--- config.mk ---
export PLATFORM = sky130hd
export DESIGN_NAME = matr_valida
export DESIGN_NICKNAME = d
export VERILOG_FILES = /design/src/rtl/matr_valida.sv
export SDC_FILE = /design/constraint.sdc
export NUM_CORES = 1
export LEC_CHECK = 0
export CAP_MARGIN = 20
export CORE_MARGIN = 1
export CORE_UTILIZATION = 50
export CTS_CLUSTER_DIAMETER = 80
export DETAILED_ROUTE_END_ITERATION = 12
export GPL_TIMING_DRIVEN = 0
export HOLD_SLACK_MARGIN = 0.15
export PLACE_DENSITY = 0.72
export SETUP_SLACK_MARGIN = 0.5
export SYNTH_ARGS = -nofsm -noshare
export SYNTH_HDL_FRONTEND = slang
export SYNTH_SLANG_ARGS = --single-unit
--- constraint.sdc ---
create_clock -name CLK -period 9.1 [get_ports CLK]
set_input_delay 2.275 -clock CLK [delete_from_list [all_inputs] [get_ports CLK]]
set_output_delay 2.275 -clock CLK [all_outputs]
set_load 0.005 [all_outputs]
--- src/rtl/matr_valida.sv ---
// ---------------------------------------------------------------------------
// matr_valida -- licence-plate whitelist validation stage.
//
// A plate strobed in by the reader is captured and compared against a small
// programmable whitelist, one entry per clock. A hit raises a one-cycle
// MatrVal strobe with the plate and the barrier open time (Q6) for the
// downstream barrier-timing stage. Then the block holds off new plates for
// OPEN_CYCLES cycles so that two vehicles never share one opening. A miss
// raises a one-cycle Denied strobe.
//
// Optional feature (compile-time macro):
//   MATR_ANTIPASSBACK_EN - remember the last granted plate. A hit on that same
//                          plate is denied instead of granted.
//
// Parameters:
//   N_ENTRIES   - whitelist depth (power of two, 2..16)
//   OPEN_CYCLES - open time driven on Q6 at grant, and hold-off length
//
// Ports:
//   CLK, RST    - clock; synchronous active-high reset
//   Plate_in    - 24-bit plate from the reader
//   Plate_valid - single-cycle strobe qualifying Plate_in
//   Prog_en     - whitelist write strobe (honoured only while idle)
//   Prog_addr   - whitelist entry index
//   Prog_data   - plate to store; zero clears the entry
//   MatrVal     - one-cycle grant strobe
//   Matricula   - last granted plate, held until the next grant
//   Q6          - open time for the barrier stage, loaded at grant
//   Denied      - one-cycle miss strobe
//   Busy        - high whenever the block is not idle
//   Overrun     - one-cycle pulse when a Plate_valid is dropped
// ---------------------------------------------------------------------------
module matr_valida #(
  parameter int         N_ENTRIES   = 8,
  parameter logic [6:0] OPEN_CYCLES = 7'd20
) (
  input  logic                         CLK,
  input  logic                         RST,
  input  logic [23:0]                  Plate_in,
  input  logic                         Plate_valid,
  input  logic                         Prog_en,
  input  logic [$clog2(N_ENTRIES)-1:0] Prog_addr,
  input  logic [23:0]                  Prog_data,
  output logic                         MatrVal,
  output logic [23:0]                  Matricula,
  output logic [6:0]                   Q6,
  output logic                         Denied,
  output logic                         Busy,
  output logic                         Overrun
);

  localparam int            AW       = $clog2(N_ENTRIES);
  localparam logic [AW-1:0] LAST_IDX = AW'(N_ENTRIES - 1);

  typedef enum logic [2:0] {
    IDLE,
    SEARCH,
    GRANT,
    DENY,
    HOLD
  } state_t;

  state_t               state;
  logic [AW-1:0]        idx;
  logic [6:0]           hold_cnt;
  logic [23:0]          work;
  logic [N_ENTRIES-1:0] tbl_vld;
  logic [23:0]          tbl_plate [N_ENTRIES];
  logic                 hit;
  logic                 repeat_hit;

  // An invalid entry never matches, and neither does the all-zero plate.
  function automatic logic plate_match(input logic        entry_vld,
                                       input logic [23:0] entry,
                                       input logic [23:0] plate);
    return entry_vld && (plate != 24'h0) && (entry == plate);
  endfunction

  assign hit = plate_match(tbl_vld[idx], tbl_plate[idx], work);

`ifdef MATR_ANTIPASSBACK_EN
  logic [23:0] last_grant;
  // last_grant resets to zero, and a zero plate can never hit, so a freshly
  // reset block never blocks its first vehicle.
  assign repeat_hit = (work == last_grant);
`else
  assign repeat_hit = 1'b0;
`endif

  // Plate storage and the working plate register carry data only. Their
  // validity is tracked by tbl_vld and by the FSM, so they need no reset.
  always_ff @(posedge CLK) begin
    if (state == IDLE) begin
      if (Prog_en) begin
        tbl_plate[Prog_addr] <= Prog_data;
      end else if (Plate_valid) begin
        work <= Plate_in;
      end
    end
  end

  always_ff @(posedge CLK) begin
    if (RST) begin
      state     <= IDLE;
      idx       <= '0;
      hold_cnt  <= '0;
      tbl_vld   <= '0;
      MatrVal   <= 1'b0;
      Denied    <= 1'b0;
      Overrun   <= 1'b0;
      Busy      <= 1'b0;
      Matricula <= '0;
      Q6        <= '0;
`ifdef MATR_ANTIPASSBACK_EN
      last_grant <= '0;
`endif
    end else begin
      MatrVal <= 1'b0;
      Denied  <= 1'b0;
      // A plate that arrives while the block is busy is dropped. The IDLE
      // branch below overrides this for the write-versus-plate collision.
      Overrun <= (state != IDLE) && Plate_valid;

      case (state)
        IDLE: begin
          if (Prog_en) begin
            // The write takes priority. A plate arriving in the same cycle is lost.
            tbl_vld[Prog_addr] <= (Prog_data != 24'h0);
            if (Plate_valid) begin
              Overrun <= 1'b1;
            end
          end else if (Plate_valid) begin
            idx   <= '0;
            state <= SEARCH;
            Busy  <= 1'b1;
          end
        end

        SEARCH: begin
          if (hit && !repeat_hit) begin
            state     <= GRANT;
            MatrVal   <= 1'b1;
            Matricula <= work;
            Q6        <= OPEN_CYCLES;
`ifdef MATR_ANTIPASSBACK_EN
            last_grant <= work;
`endif
          end else if (hit || (idx == LAST_IDX)) begin
            state  <= DENY;
            Denied <= 1'b1;
          end else begin
            idx <= idx + AW'(1);
          end
        end

        GRANT: begin
          state    <= HOLD;
          hold_cnt <= OPEN_CYCLES;
        end

        DENY: begin
          state <= IDLE;
          Busy  <= 1'b0;
        end

        HOLD: begin
          // The counter is loaded with OPEN_CYCLES on entry. HOLD is left on
          // the cycle the count is 1, so HOLD spans exactly OPEN_CYCLES cycles.
          if (hold_cnt <= 7'd1) begin
            state    <= IDLE;
            hold_cnt <= '0;
            Busy     <= 1'b0;
          end else begin
            hold_cnt <= hold_cnt - 7'd1;
          end
        end

        default: begin
          state <= IDLE;
          Busy  <= 1'b0;
        end
      endcase
    end
  end

endmodule

==> impl_results.md, run 1 <==
- Max VDD drop: around 0.00013 V
- Nets: ~870
- CTS clk-pin slew, worst paths: roughly 0.060 ns
- CTS Hold Bufs: 0
- Post-Place Cells: roughly 1100
- Relative slew slack: 0.5820
- Max Cap Viol: 0
- Initial Util: 0.5113
- Worst Path Required: 9.48 ns
- Post-synth top area share: 0.6016
- Initial DRC count: 520
- Syn Area/Cell: ~16 µm²
- Max incr delay on CP: just under 0.6 ns
- Hold crit path type: flop to flop
- Die X: ~150 µm
- Cell Rows: 53
- CTS H-tree lvls: 1
- Pins Over Slew Limit: 0
- Result of the run: finished, final reports clean
- Routability-driven placement congestion ratio: 0.8313
- CP Class: primary input to flop
- Root Driver: clkbuf_16
- Final instance count without filler cells: around 1100
- Worst Skew: 0.01332 ns
- Full die area: 22150 µm²
- Highest clock rate: 0.2567 GHz
- DRT Wirelength: roughly 26000 µm
- Crit path launch type: primary input
- DP Worst Slack: approximately 4.6 ns
- Crit-path slowest cell: clkdlybuf4s50_1
- Worst skew pair latency: approximately 0.54 ns
- Layout cells sized above 1: 0.1651
- Post-synthesis async set-or-reset flop share: 0
- Sequential area share after synthesis: 0.7000
- PD cells: between 150 and 200 nW/µm²
- Worst slew pin tran: around 0.62 ns
- CP Data Arrival Time: 4.28 ns
- Unique cell type count in the Yosys netlist: 50
- Final ANT Viol Nets: 0
- Post-Synthesis Cells: 684
- Static leakage: about 0.0042 µW
- Via count: between 6000 and 7000
- TritonCTS Sinks: roughly 270
- Number of global-route vias before repair: around 6700
- Initial antenna violation count: 0
- CTS tree: done
- Post-route worst setup slack: approximately 5.2 ns
- WHS: slightly below 0.5 ns
- ANT cells: 0
- Fin crit share: 0.4282
- Core Region: ~21000 µm²
- HPWL after detailed placement: between 15000 and 20000 µm
- CP max FO: 9
- Most frequent cells after synthesis: edfxtp_1, dfxtp_1, mux2i_1
- Fillers: between 1500 and 2000
- Count leader, synth: edfxtp_1
- R2R setup slack: 5.80 ns
- Grt total ovfl: 0
- Post-synth EDFFs: between 200 and 250
- Unrepaired setup endpoints after global routing: no
- Critical path's top delay family: simple AND/OR/NAND/NOR gates
- CTS-repair resized insts: 0
- Netlist Area Pre-Place: between 10000 and 15000 µm²
- GR Util All Layers: 0.2360
- Main synth FF type: edfxtp_1
- Port Buffer Count: slightly above 80
- Cells along the critical path: clkdlybuf4s50_1 -> nor4_1 -> nand4_1 -> nor2_1 -> a211oi_1
- Main area contributors after synthesis: edfxtp_1, dfxtp_1, mux4_2, mux2i_1, mux2_2
- Drt drc: 0
- Pre-antenna DRT Iters: 5
- Fin. Hold Viols: 0
- Setup violators final: 0
- Setup TNS: 0 ns
- CP Capture Type: flop
- Die height: around 150 µm
- Largest net degree at the start of global routing: 28
- Vias/cell: between 5 and 6
- Post-synthesis register bit count: 269
- WP buf/inv: 1
- CTS Buf Count: 28
- Post-CTS setup buffers: 0
- Clock Path Buffers: 3
- Synth warnings: 0
- Area Growth Syn to Fin: 21.79%
- Yosys top cell by area: edfxtp_1
- WL/cell: about 23 µm
- IO Count: 90
- First-pass GRT wire length: 38320 µm
- Tmin final: 3.896 ns
## state kept, by name, indices dropped and copies added (netlist names), named ones only
register and flops:
work 24, tbl_plate 192, tbl_vld 8, Busy 1, MatrVal 1, Denied 1
Matricula 24, Overrun 1, idx 3, state 3, hold_cnt 7, Q6 1
## area by class of cell
class,count,area (µm²),share of cell area
buffer,40,291.5,0.02220
clock buffer,39,763.2,0.05812
clock inverter,13,118.9,0.009052
inverter,4,15.01,0.001143
multi-input combinational,375,2998,0.2283
sequential,269,7547,0.5748
tap,275,344.1,0.02620
timing repair buffer,96,1054,0.08023
## worst paths after layout
path / from / endpoint / cells past startpoint
setup / recovery: Prog_data[1] / tbl_vld[2]$_SDFFE_PP0P_ / 5
hold / removal: Matricula[19]$_SDFFE_PP0P_ / Matricula[19]$_SDFFE_PP0P_ / 2
setup reg to reg: flop / flop / 11
hold reg to reg: Matricula[19]$_SDFFE_PP0P_ / Matricula[19]$_SDFFE_PP0P_ / 2
## layout by cell type, fill, tap and decap left out, types with 10 or more instances in the layout
master           Yosys  routed
a211oi_1            13      13
a21oi_1             32      32
buf_4               12      12
buf_6               12      18
clkbuf_1            11      21
clkbuf_16            0      29
clkdlybuf4s50_1      0      83
dfxtp_1             53      53
edfxtp_1           216     216
mux2_2              18      18
mux2i_1             38      38
mux4_2              28      28
nand2_1             18      18
nand2b_1            14      14
nand3_1             28      28
nor2_1              31      25
nor4_1              15      15
o21ai_0             20      20
o21ai_1             20      20
xnor2_1             10      10
## report_power, final
| part | total (µW) | internal [µW] | switching [µW] |
|---|---|---|---|
| sequential | 1370 | 1360 | 13.6 |
| clock | 1090 | 642 | 450 |
| combinational | 143 | 62.9 | 80.2 |
| total | 2600 | 2060 | 544 |
## metrics by stage
| stage | power, µW | cell area [µm²] | util |
|---|---|---|---|
| floorplan | 1459 | 10800 | - |
| global placement | 1524 | 11970 | 0.5677 |
| detailed placement | 1535 | 12220 | 0.5796 |
| CTS | 2615 | 13100 | 0.6214 |
| global route | 2677 | 13130 | 0.6227 |
| finish | 2604 | 13130 | 0.6227 |
## per-layer routing
| layer | global-route usage | up-vias | part of all wire |
|---|---|---|---|
| met5 | 0 | - | 0 |
| met2 | 0.3907 | 319 | 0.48 |
| met3 | 0.03853 | 54 | 0.082 |
| li1 | - | 2942 | - |
| met4 | 0.08418 | 0 | 0.029 |
| met1 | 0.3166 | 3267 | 0.41 |
## logic make-up (layout without fill, tap and decap cells)
logic type               Yosys count  count (layout)  share of synthesized area
other                              1               5                  0.0003478
AO/OA/AOI/OAI                    114             114                    0.06418
buffers and inverters             44             192                    0.02843
adder cells (fa/ha/maj)            4               4                   0.004642
flip-flops                       269             269                     0.7000
XOR/XNOR                          16              16                    0.01300
AND/OR/NAND/NOR                  150             150                    0.07473
multiplexers                      86              86                     0.1147
## tightest hold or removal path, stage by stage (launching register included)
cell and delay [ns]:
dfxtp_1 0.31, o21ai_1 0.07, a21oi_1 0.06
Note: power is estimated with default switching activity, not from simulation.
==> inputs of run 2 (changes only) <==
Clock period 9.1 ns to 3.6 ns, I/O delays scaled along.
==> impl_results.md, run 2 (synthesized netlist as in run 1, its figures left out) <==
- Pre-antenna DRT Iters: 5 (unchanged)
- WP buf/inv: 3 (was 1)
- Final instance count without filler cells: 1112 (was 1111)
- Max Cap Viol: 0 (unchanged)
- Static leakage: 0.004246 µW (was 0.004154 µW)
- CP max FO: 10 (was 9)
- Cells along the critical path: buf_6 -> buf_12 -> mux4_2 -> mux2i_4 -> xor2_1 -> o2111ai_2 -> nor4_2 -> nand4_1 -> buf_6 -> nand3_2 -> mux2_1 (was clkdlybuf4s50_1 -> nor4_1 -> nand4_1 -> nor2_1 -> a211oi_1)
- GR Util All Layers: 0.2369 (was 0.2360)
- Worst slew pin tran: 0.7264 ns (was 0.6213 ns)
- Crit-path slowest cell: mux4_2 (was clkdlybuf4s50_1)
- Worst skew pair latency: 0.54 ns (about the same)
- Tmin final: around 2.9 ns
- Post-route worst setup slack: 0.6514 ns (was 5.204 ns)
- Largest net degree at the start of global routing: 28 (unchanged)
- Max incr delay on CP: 0.55 ns (was 0.59 ns)
- Vias/cell: 5.957 (was 5.924)
- Setup violators final: 0 (unchanged)
- DRT Wirelength: 25600 µm (was 25550 µm)
- Final Power: 6763 µW (was 2604 µW)
- Root Driver: clkbuf_16 (unchanged)
- Full die area: 22150 µm² (unchanged)
- Core Region: 21090 µm² (unchanged)
- Port Buffer Count: 83 (unchanged)
- First-pass GRT wire length: 38630 µm (was 38320 µm)
- Nets: 874 (was 873)
- CTS Buf Count: 28 (unchanged)
- Post-Place Cells: 1056 (was 1058)
- Post-Layout Inst Area: 13400 µm² (was 13130 µm²)
- Most frequent cells in the layout: edfxtp_1, clkdlybuf4s50_1, dfxtp_1, a21oi_1, mux2i_1 (was edfxtp_1, clkdlybuf4s50_1, dfxtp_1, mux2i_1, a21oi_1)
- Max reg flops: 192 (unchanged)
- Unrepaired setup endpoints after global routing: no (unchanged)
- Largest Register: tbl_plate (unchanged)
- Final ANT Viol Nets: 0 (unchanged)
- Highest clock rate: 0.3391 GHz
- Initial antenna violation count: 0 (unchanged)
- Area after DPL: 12220 µm² (about the same)
- Initial Util: 0.5113 (unchanged)
- R2r worst-path depth: 11 (unchanged)
- CP Capture Type: flop (unchanged)
- DP Worst Slack: 0.2662 ns (was 4.634 ns)
- Worst Skew: 0.01057 ns (was 0.01332 ns)
- ANT cells: 0 (unchanged)
- WL/cell: 23.03 µm (was 22.99 µm)
- IO Count: 90 (unchanged)
- Leading cell type in the layout, fill and taps excluded: edfxtp_1 (unchanged)
- Max VDD drop: 0.0003276 V (was 0.0001313 V)
- Number of global-route vias before repair: 6672 (was 6688)
- Cell Rows: 53 (unchanged)
- WP depth: 11 (was 5)
- Fin. Hold Viols: 0 (unchanged)
- TritonCTS Sinks: 269 (unchanged)
- Die height: 148.8 µm (unchanged)
- Critical path's top delay family: multiplexers (was simple AND/OR/NAND/NOR gates)
- CTS tree: done (unchanged)
- Clock Path Buffers: 3 (unchanged)
- Biggest regs: tbl_plate (192), Matricula (24), work (24) (unchanged)
- Layout cells sized above 1: 0.1935 (was 0.1651)
- Area Growth Syn to Fin: 24.28% (was 21.79%)
- Die X: 148.8 µm (unchanged)
- Result of the run: finished, final reports clean (unchanged)
- Fin crit share: 0.8191
- Routability-driven placement congestion ratio: 0.8580 (was 0.8313)
- R2R setup slack: 0.65 ns (was 5.80 ns)
- PD cells: 504.7 nW/µm² (was 198.3 nW/µm²)
- Via count: 6624 (was 6582)
- Cell mode on critical path: buf_6
- CP Data Arrival Time: 3.37 ns (was 4.28 ns)
- Worst Path Required: 4.02 ns (was 9.48 ns)
- Fillers: 1490 (was 1509)
- Drt drc: 0 (unchanged)
- Pins Over Slew Limit: 0 (unchanged)
- CTS clk-pin slew, worst paths: 0.06 ns (about the same)
- Relative slew slack: 0.5141 (was 0.5820)
- Grt total ovfl: 0 (unchanged)
- CTS Hold Bufs: 0 (unchanged)
- CTS H-tree lvls: 1 (unchanged)
- CP Class: flop to flop (was primary input to flop)
- HPWL after detailed placement: 16670 µm (was 16950 µm)
- Initial DRC count: 497 (was 520)
- Hold crit path type: flop to flop (unchanged)
- Crit path launch type: flop (was primary input)
-- run 2: cell count changes in the layout (fill, tap and decap cells not counted), sizes merged --
cell and delta:
bufinv +1, clkinvlp +1, inv +1, buf +1
clkbuf -3
-- run 2: worst min path at each step --
| stage | from | endpoint | cells past startpoint |
|---|---|---|---|
| floorplan | hold_cnt[6]$_SDFFE_PP0P_ | hold_cnt[6]$_SDFFE_PP0P_ | 1 |
| global placement | Matricula[11]$_SDFFE_PP0P_ | Matricula[11]$_SDFFE_PP0P_ | 2 |
| detailed placement | Matricula[9]$_SDFFE_PP0P_ | Matricula[9]$_SDFFE_PP0P_ | 2 |
| CTS | Matricula[19]$_SDFFE_PP0P_ | Matricula[19]$_SDFFE_PP0P_ | 2 |
| global route | Matricula[17]$_SDFFE_PP0P_ | Matricula[17]$_SDFFE_PP0P_ | 2 |
| finish | hold_cnt[6]$_SDFFE_PP0P_ | hold_cnt[6]$_SDFFE_PP0P_ | 1 |
-- run 2: power breakdown --
| part | internal [µW] | leakage [µW] | switching [µW] |
|---|---|---|---|
| combinational | 172 | 0.00139 | 213 |
| sequential | 3430 | 0.00239 | 34.9 |
| clock | 1750 | 0.000465 | 1170 |
| total | 5350 | 0.00425 | 1410 |
-- run 2: area by class of cell --
| type | instances | area [µm²] | area share |
|---|---|---|---|
| plain buffers | 40 | 357.8 | 0.02671 |
| clock buffers | 36 | 783.3 | 0.05846 |
| clock inverters | 16 | 160.2 | 0.01195 |
| inverters | 4 | 15.01 | 0.001121 |
| multi-input cells | 375 | 3127 | 0.2334 |
| flip-flops and latches | 269 | 7547 | 0.5633 |
| well taps | 275 | 344.1 | 0.02568 |
| repair buffers | 97 | 1065 | 0.07947 |
-- run 2: per-layer routing --
layer  wire, µm  GRT usage  vias to the layer above
met4        597    0.07755                        0
met3       2256    0.03823                       46
met5          0          0                        -
li1           -          -                     2953
met2      12490     0.4016                      329
met1      10260     0.3129                     3296
-- run 2: worst reg2reg max path: stages (launching register included) --
cell	delay (ns)
dfxtp_1	0.32
buf_6	0.13
buf_12	0.15
mux4_2	0.56
mux2i_4	0.21
xor2_1	0.20
o2111ai_2	0.17
nor4_2	0.25
nand4_1	0.20
buf_6	0.19
nand3_2	0.12
mux2_1	0.34
-- run 2: what timing repair did --
action	in CTS	in global routing
pin swaps	3	4
gates resized for setup	23	18
setup buffers	3	0
endpoints found under the setup margin	32	26
-- run 2: metrics by stage --
step | setup TNS, ns | utilization | hold slack, ns
floorplan | 0 | - | 0.4490
global placement | -125.86 | 0.5682 | 0.4683
detailed placement | 0 | 0.5794 | 0.4667
CTS | 0 | 0.6304 | 0.4847
global route | 0 | 0.6354 | 0.5131
finish | 0 | 0.6354 | 0.4883
==> inputs of run 3 (changes only) <==
Settings changed: PLACE_DENSITY 0.72 to 0.75.
Clock period 3.6 ns to 2.4 ns, I/O delays scaled along.
==> impl_results.md, run 3 (synthesized netlist as in run 1, its figures left out) <==
- Result of the run: complete, but fails checks (was finished, final reports clean)
- Failing checks: negative setup slack
- Post-Place Cells: 1051 (was 1056)
- Final instance count without filler cells: 1160 (was 1112)
- PD cells: 728.7 nW/µm² (was 504.7 nW/µm²)
- GR Util All Layers: 0.2578 (was 0.2369)
- TritonCTS Sinks: 269 (unchanged)
- CP max FO: 9 (was 10)
- CTS tree: done (unchanged)
- CTS clk-pin slew, worst paths: 0.06 ns (about the same)
- Routability-driven placement congestion ratio: 0.8761 (was 0.8580)
- Number of global-route vias before repair: 7046 (was 6672)
- GR peak layer: met2 (unchanged)
- ANT cells: 0 (unchanged)
- Post-route worst setup slack: -0.5315 ns (was 0.6514 ns)
- Worst slew pin tran: 0.7224 ns (was 0.7264 ns)
- Die X: 148.8 µm (unchanged)
- WHS Path Cells: 2 (was 1)
- Initial DRC count: 603 (was 497)
- Relative slew slack: 0.5166 (was 0.5141)
- HPWL after detailed placement: 16820 µm (was 16670 µm)
- Min-delay src: Matricula[17]$_SDFFE_PP0P_ (was hold_cnt[6]$_SDFFE_PP0P_)
- Pins Over Slew Limit: 0 (unchanged)
- Max VDD drop: 0.0004410 V (was 0.0003276 V)
- Max reg flops: 192 (unchanged)
- Vias/cell: 6.168 (was 5.957)
- Worst Path Required: 2.82 ns (was 4.02 ns)
- Nets: 924 (was 874)
- CP Data Arrival Time: 3.35 ns (was 3.37 ns)
- R2r worst-path depth: 11 (unchanged)
- Root Driver: clkbuf_16 (unchanged)
- Setup TNS: -15.90 ns (was 0 ns)
- Initial Util: 0.5113 (unchanged)
- CTS H-tree lvls: 1 (unchanged)
- Worst skew pair latency: 0.55 ns (was 0.54 ns)
- Biggest regs: tbl_plate (192), Matricula (24), work (24) (unchanged)
- Largest Register: tbl_plate (unchanged)
- Met3 Use GR: 0.04771 (was 0.03823)
- Fillers: 1325 (was 1490)
- Grt met2 use: 0.4292 (was 0.4016)
- Via count: 7155 (was 6624)
- CP Capture Type: flop (unchanged)
- Unrepaired setup endpoints after global routing: yes (was no)
- Worst Skew: 0.01778 ns (was 0.01057 ns)
- WL/cell: 25.35 µm (was 23.03 µm)
- Core Region: 21090 µm² (unchanged)
- R2R setup slack: -0.53 ns (was 0.65 ns)
- Crit path launch type: flop (unchanged)
- Area after DPL: 12200 µm² (was 12220 µm²)
- Setup violators final: 35 (was 0)
- Cell Rows: 53 (unchanged)
- Leading cell type in the layout, fill and taps excluded: edfxtp_1 (unchanged)
- Area Growth Syn to Fin: 31.76% (was 24.28%)
- Pre-antenna DRT Iters: 6 (was 5)
- Finished Core Util: 0.6737 (was 0.6354)
- DRT Wirelength: 29400 µm (was 25600 µm)
- Most frequent cells in the layout: edfxtp_1, buf_4, clkdlybuf4s50_1, dfxtp_1 (was edfxtp_1, clkdlybuf4s50_1, dfxtp_1, a21oi_1, mux2i_1)
- Layout cells sized above 1: 0.2983 (was 0.1935)
- Clock Path Buffers: 3 (unchanged)
- CP Class: flop to flop (unchanged)
- Hold Path End: Matricula[17]$_SDFFE_PP0P_ (was hold_cnt[6]$_SDFFE_PP0P_)
- Full die area: 22150 µm² (unchanged)
- WHS: 0.4582 ns (was 0.4883 ns)
- First-pass GRT wire length: 42120 µm (was 38630 µm)
- Max Cap Viol: 0 (unchanged)
- Highest clock rate: 0.3411 GHz (was 0.3391 GHz)
- Static leakage: 0.004807 µW (was 0.004246 µW)
- Fin. Hold Viols: 0 (unchanged)
- Drt drc: 0 (unchanged)
- Hold crit path type: flop to flop (unchanged)
- Largest net degree at the start of global routing: 26 (was 28)
- Die height: 148.8 µm (unchanged)
- CTS Buf Count: 27 (was 28)
- Tmin final: 2.932 ns (was 2.949 ns)
- Port Buffer Count: 83 (unchanged)
- Final ANT Viol Nets: 0 (unchanged)
- Met1 usage: 0.3291 (was 0.3129)
- IO Count: 90 (unchanged)
- Post-Layout Inst Area: 14210 µm² (was 13400 µm²)
- Fin crit share: 1.221 (was 0.8191)
- Grt total ovfl: 0 (unchanged)
- Initial antenna violation count: 0 (unchanged)
[run 3: changes by cell type in the layout (fill, tap and decap cells not counted), sizes merged]
cell           before  now
bufinv              3    5
dlygate4sd2         0   32
inv                 6    4
dlymetal6s2s        0    7
clkinvlp            2    3
clkbuf             47   48
clkinv              9    8
clkdlybuf4s50      83   44
buf                43   87
nor2               31   34
[run 3: layout make-up]
cell class | instances | area (µm²) | area share
well taps | 275 | 344.1 | 0.02422
clock buffers | 34 | 743.2 | 0.05232
inverters | 4 | 18.77 | 0.001321
repair buffers | 144 | 1555 | 0.1095
flip-flops and latches | 269 | 7564 | 0.5324
clock inverters | 15 | 201.4 | 0.01418
repair inverters | 1 | 7.507 | 0.0005284
plain buffers | 40 | 381.6 | 0.02686
multi-input cells | 378 | 3391 | 0.2387
[run 3: timing repair]
action	in CTS	in global routing
setup endpoints to repair	289	155
gates resized for setup	105	53
hold buffers	0	0
cloned	6	5
pin swaps	26	20
buffers inserted	30	19
[run 3: how the worst max path moves through the flow]
stage                                            to     from
final                                          flop     flop
after CTS                                      flop     flop
after global placement    tbl_plate[3][3]$_DFFE_PP_  Prog_en
after floorplan                                flop     flop
after global routing            idx[1]$_SDFFE_PP0P_     flop
after detailed placement                       flop     flop
[run 3: routing by layer]
| layer | up-vias | wire length [µm] |
|---|---|---|
| met5 | - | 0 |
| met4 | 0 | 1375 |
| met3 | 96 | 2597 |
| met2 | 422 | 14520 |
| met1 | 3589 | 10910 |
| li1 | 3048 | - |
[run 3: critical path: stages (launching register included)]
cell and delay (ns):
dfxtp_2 0.34, buf_12 0.14, buf_12 0.15, mux4_2 0.53, mux2i_4 0.25, xor2_1 0.17, nand3_1 0.15, nor4_4 0.31
nand4_1 0.18, buf_6 0.18, nand3_4 0.09, mux2_4 0.31
[run 3: metrics by stage]
stage	power (µW)	setup slack, ns
after floorplan	5542	-0.1076
after CTS	10280	-0.5421
after global routing	10590	-0.6426
final	10350	-0.5315
after detailed placement	5824	-0.8888
after global placement	5788	-1.696
[run 3: power breakdown]
group,switching (µW),internal (µW),total (µW),leakage (µW)
sequential,59.3,5140,5200,0.00240
clock,1740,2720,4460,0.000461
combinational,379,315,695,0.00195
